### src/rtl/serial_addsub_engine.sv
// Digit-serial add/subtract engine: D bits per clock, LSB-first, with a
// per-cycle digit stream and a registered full-width result plus carry/overflow.
module serial_addsub_engine #(
  parameter int unsigned W = 16,
  parameter int unsigned D = 1
) (
  input  logic         clk,
  input  logic         reset,
  input  logic         start,
  input  logic         sub,
  input  logic [W-1:0] a,
  input  logic [W-1:0] b,
  input  logic         cin,
  output logic         busy,
  output logic         done,
  output logic [D-1:0] sout,
  output logic         sout_valid,
  output logic [W-1:0] sum,
  output logic         cout,
  output logic         ovf
);
  localparam int unsigned N  = W / D;
  localparam int unsigned KW = (N > 1) ? $clog2(N) : 1;
  localparam logic [KW-1:0] K_LAST = KW'(N - 1);

  typedef enum logic {IDLE, RUN} state_t;

  state_t        r_state;
  logic [W-1:0]  r_a;
  logic [W-1:0]  r_b;
  logic [W-1:0]  r_res;
  logic          r_c;
  logic [KW-1:0] r_k;

  logic [D:0]    w_digit;
  logic          w_msb_cin;
  logic [W-1:0]  w_res_next;

  always_comb begin
    w_digit    = {1'b0, r_a[D-1:0]} + {1'b0, r_b[D-1:0]} + {{D{1'b0}}, r_c};
    // Carry into the top bit of the digit, recovered from its sum bit; for D=1 this is r_c.
    w_msb_cin  = w_digit[D-1] ^ r_a[D-1] ^ r_b[D-1];
    // New digit enters at the top; written as a wide shift so D == W needs no special case.
    w_res_next = W'({w_digit[D-1:0], r_res} >> D);
  end

  always_ff @(posedge clk or posedge reset) begin
    if (reset) begin
      r_state    <= IDLE;
      r_a        <= '0;
      r_b        <= '0;
      r_res      <= '0;
      r_c        <= 1'b0;
      r_k        <= '0;
      busy       <= 1'b0;
      done       <= 1'b0;
      sout       <= '0;
      sout_valid <= 1'b0;
      sum        <= '0;
      cout       <= 1'b0;
      ovf        <= 1'b0;
    end else begin
      done       <= 1'b0;
      sout_valid <= 1'b0;
      case (r_state)
        IDLE: begin
          if (start) begin
            r_a     <= a;
            r_b     <= sub ? ~b : b;
            r_c     <= cin ^ sub;
            r_k     <= '0;
            busy    <= 1'b1;
            r_state <= RUN;
          end
        end
        RUN: begin
          sout       <= w_digit[D-1:0];
          sout_valid <= 1'b1;
          r_c        <= w_digit[D];
          r_a        <= r_a >> D;
          r_b        <= r_b >> D;
          r_res      <= w_res_next;
          r_k        <= r_k + KW'(1);
          if (r_k == K_LAST) begin
            sum     <= w_res_next;
            cout    <= w_digit[D];
            ovf     <= w_msb_cin ^ w_digit[D];
            done    <= 1'b1;
            busy    <= 1'b0;
            r_state <= IDLE;
          end
        end
      endcase
    end
  end
endmodule

### config.mk
export PLATFORM = sky130hd
export DESIGN_NAME = serial_addsub_engine
export DESIGN_NICKNAME = d
export VERILOG_FILES = /design/src/rtl/serial_addsub_engine.sv
export SDC_FILE = /design/constraint.sdc
export NUM_CORES = 1
export LEC_CHECK = 0
export ABC_AREA = 1
export BUFFER_PORTS_ARGS = -buffer_cell sky130_fd_sc_hd__buf_4
export CAP_MARGIN = 5
export CORE_MARGIN = 2
export CORE_UTILIZATION = 35
export DETAILED_ROUTE_END_ITERATION = 16
export GPL_TIMING_DRIVEN = 0
export PLACE_DENSITY = 0.62
export SLEW_MARGIN = 20
export SYNTH_ARGS = -nofsm -noshare
export SYNTH_HDL_FRONTEND = slang
export SYNTH_SLANG_ARGS = --single-unit
export TNS_END_PERCENT = 100
### constraint.sdc
create_clock -name clk -period 6.25 [get_ports clk]
set_input_delay 0.9375 -clock clk [delete_from_list [all_inputs] [get_ports clk]]
set_output_delay 0.9375 -clock clk [all_outputs]
set_load 0.02 [all_outputs]
## Word-level counts from Yosys, hierarchy flattened

Index checks and enable logic that the tools add are counted.

- Input port bits: 37
- Register bits: 76

- Bitwise logic cells: 6
- Muxes and demuxes: 18
- Reductions and logical operators: 2
- Add/sub/neg operators: 3
- Equality and inequality tests: 3

Operators by type and width:

| operator | number |
|---|---|
| 16-bit one-hot mux with 2 select lines | 2 |
| 16-bit two-way mux | 3 |
| 16-bit NOT | 1 |
| 1-bit two-way mux | 8 |
| 4-bit one-hot mux with 2 select lines | 1 |
| 1-bit one-hot mux with 2 select lines | 3 |
| 4-bit by 1-bit adder with 4-bit output, second input constant | 1 |
| 4-bit equality test, second input constant | 1 |
| 4-bit two-way mux | 1 |
| 2-bit AND reduction | 2 |
| 1-bit XOR | 4 |
| 1-bit by 1-bit adder with 2-bit output | 1 |
| 2-bit by 1-bit adder with 2-bit output | 1 |
| 2-bit by 1-bit inequality test with 1-bit output, second input constant | 1 |
| 2-bit inequality test, second input constant | 1 |
| 1-bit NOT | 1 |

## Logic depth before layout (Yosys ltp)

- Word-level depth: 5
- Gate-level depth with buffers: 7
- Mapped depth without buffers: 7

## Worst setup path after synthesis

No wires, ideal clock.

- Kind: in2reg
- Start: input port sub
- End: register r_b[0]
- Path slack: 4.635 ns
- Buffers on the path: 2
- Data arrival time: 1.482 ns
- Stages on the path: 4
- Setup time: 0.133 ns
- Required time: 6.117 ns
- Cells stage by stage: buf_4 > buf_4 > xnor2_1 > o21ai_0

- Cells in the longest elaborated chain, start to end: 3

RTL lines:

| item | RTL line | RTL |
|---|---|---|
| start: declaration | 10 | `input logic sub,` |
| 16-bit two-way mux | 69 | `r_b <= sub ? ~b : b;` |
| 16-bit two-way mux | 67 | `if (start) begin` |
| 16-bit one-hot mux with 2 select lines | 65 | `case (r_state)` |
| end signal: assignment | 69 |  |
| end signal: assignment | 81 | `r_b <= r_b >> D;` |
| end: declaration | 30 | `logic [W-1:0] r_b;` |

No other way between the ends. The select of a mux whose other input is x is not followed.
A chain may end at the register's enable or synchronous reset.

## Final worst setup path

- Start: register sout
- End: output port sout

RTL lines:

| item | RTL line | RTL |
|---|---|---|
| start: declaration | 16 | `output logic [D-1:0] sout,` |
| start signal: assignment | 77 | `sout <= w_digit[D-1:0];` |

No word-level cell between the ends.

==> results.md <==
* Gpl congestion at between 0.7 and 0.8
* Layout Nets at ~430
* Global route overflow at 0
* Fillers at between 800 and 900
* Number of vias per cell at about 4.7
* PnR worst setup slack at roughly 4.4 ns
* First-pass GRT wire length at 11200 um
* Initial DRC Count at between 70 and 80
* Hold crit path type: reg2reg
* Die Ht at 99.5 um
* PortBufs at 57
* H-tree Lvls at 3
* Yosys reg bits at 74
* Setup TNS Final at 0 ns
* Reg2Reg Capture Point: ovf
* Hold Path Sink: sum[4]
* Critical path class: reg2out
* CTS tree: built
* # DRC at 0
* CP Cell Sequence: buf_4
* Status: finished clean
* Hold buffer count at CTS at 0
* CTS buffer count at 9
* Pre-CTS setup slack at ~4.3 ns
* RSZ-0062 raised after global routing: no
* Crit share post-route at between 20% and 30%
* Worst-Margin Slew at 0.466 ns
* Arr. time, crit path at between 0.9 and 1 ns
* Power Total at roughly 1.7 mW
* Syn Nets at around 370
* Hpwl dp at 4720 um
* Reg-to-Reg Start: r_b[0]
* Layout cells sized above 1 at ~27%
* Critical path launch point type: flip-flop
* Clock Skew at 0.00615 ns
* Max Cap Violations at 0
* CP peak stage delay at approximately 0.42 ns
* Sw Ratio at a little over a third
* Buf/Inv on CP at 1
* PostCTS Resize Cnt at 0
* Top-Level Pins at just under 60
* Reg2Reg Depth at 7
* Critical path's slowest cell: dfrtp_1
* # setup viols final at 0
* Pin count of the biggest net entering global routing at 43
* Post-CTS Setup Inserts at 0
* Largest delay contributor family on the critical path: flip-flops
* Distinct cells, synth at 22
* WL per Instance at around 13 um
* Slew Viols, Final at 0
* Power density over the cells at between 400 and 500 nW/um^2
* Clock root buffer master: clkbuf_8
* Most frequent cells in the layout: nand2_1, dfrtp_1, buf_4
* Peak supply drop at between 0.0001 and 0.00015 V
* Initial antenna violation count at 0
* Hold slack at 0.477 ns
* Hold Startpoint: sum[4]
* Clock slew at reported path FFs at around 0.070 ns
* Syn_area_per_cell at between 9 and 10 sq um
* Insertion delay to the later sink of the worst-skew pair at about 0.34 ns
* CP required at 5.31 ns
* Tmin final at 1.86 ns
* Via count at around 2400
* Post-DRT Antenna Nets at 0
* Yosys warns at 0
* Setup crit start: sout
* Core Area at between 8000 and 9000 sq um
* Net Sw Power at 0.640 mW
* TritonRoute pass-1 iters at 4
* Rel. slew slack at between 60% and 70%
* Diode count at 0
* Vias in the first global route at ~2400
* Achievable frequency at between 0.5 and 0.6 GHz
* Pleak at roughly 1.9 nW
* Pint at around 1.1 mW
* Comb pwr share at 35.9%
* CTS Buffer Depth at 2
* Die area at 9900 sq um
* Crit-path max FO at 3
* Clock power frac at 20.1%
* Most common cell after layout, fill and taps aside: nand2_1
* Row Count at 34
* Register area share after synthesis at 58.0%
* Syn Inst Count at between 300 and 400
* Final wirelength at between 6000 and 7000 um
* Clk sink count at 74
* Crit. End Element: output port
* Width of the die at 99.5 um
* GRT Total Usage at 14.5%
* Layout Cells excl Fill at approximately 510
* Placed cells at a little under 500
* Hold Path Cell Cnt at 2
* Initial core utilization at between 30% and 40%
* Sequential Power Share at around 44%
* FF-to-FF setup slack at about 4.7 ns
* Syn Std Cell Area at between 3000 and 4000 sq um
* Area grow syn2layout at 24.1%
* Final Hold Fails at 0
[cell usage after synthesis]
cell type | number | share of area, %
nand2_1 | 98 | 12
dfrtp_1 | 74 | 58
o21ai_0 | 36 | 5.6
inv_1 | 20 | 2.4
xnor2_1 | 18 | 4.9
a22oi_1 | 16 | 3.8
nand3_1 | 16 | 2.5
o21ai_2 | 14 | 3.8
buf_2 | 9 | 1.4
nor2_1 | 5 | 0.59
buf_6 | 4 | 1.4
inv_2 | 3 | 0.35
buf_4 | 2 | 0.47
clkbuf_1 | 2 | 0.24
o211ai_1 | 2 | 0.47
a22o_1 | 1 | 0.27
fa_1 | 1 | 0.63
ha_1 | 1 | 0.39
nand2_2 | 1 | 0.20
nand4_1 | 1 | 0.20
nor2_2 | 1 | 0.20
nor2_8 | 1 | 0.63
[worst max path at each step]
| stage | end | cells past startpoint |
|---|---|---|
| 2_1_floorplan | busy | 1 |
| 3_3_place_gp | r_a[5] | 2 |
| 3_5_place_dp | r_b[0] | 5 |
| 4_1_cts | ovf | 1 |
| 5_1_grt | sout | 1 |
| 6_report | sout | 1 |
[power groups by stage]
stage	Clock [mW]	Sequential (mW)	Combinational, mW
4_1_cts	0.364	0.770	0.639
3_3_place_gp	0	0.771	0.617
5_1_grt	0.386	0.792	0.713
2_1_floorplan	0	0.824	0.366
3_5_place_dp	0	0.776	0.638
6_report	0.352	0.769	0.627
[metrics by stage]
stage | area, sq um | utilization [%]
floorplan | 3190 | -
global placement | 3760 | 42.9
detailed placement | 3780 | 43.1
CTS | 3960 | 45.2
global route | 3960 | 45.2
finish | 3960 | 45.2
[logic make-up (layout without fill, tap and decap cells)]
group | count (synthesis) | count (layout) | synth area share (%)
AND/OR/NAND/NOR | 123 | 123 | 15.8
adder cells (fa/ha/maj) | 2 | 2 | 1.02
flip-flops | 74 | 74 | 58.0
XOR/XNOR | 18 | 18 | 4.94
buffers and inverters | 40 | 114 | 6.23
AO/OA/AOI/OAI | 69 | 69 | 14.0
[final cells by class]
type,instances,area [sq um],area share [%]
multi-input combinational,212,1140,28.8
clock buffer,10,128,3.22
timing repair buffer,58,448,11.3
sequential,74,1850,46.7
tap,108,135,3.41
clock inverter,6,57.6,1.45
buffer,17,113,2.84
inverter,23,88.8,2.24
[per-layer routing]
layer,share of wire (%),track usage [%],vias to the layer above
met1,49,20.0,1097
met3,4.1,3.23,10
met4,1.7,6.32,0
li1,-,-,1202
met5,0,0,-
met2,45,21.9,60
[state kept, by name, summed over array words and instances, names as in the netlist]
register and flops:
r_a 16, r_b 16, sum 16, r_res 14, r_k 4, busy 1, cout 1, done 1
ovf 1, r_c 1, r_state 1, sout 1, sout_valid 1
No activity file was read; power rests on OpenSTA's default activity.
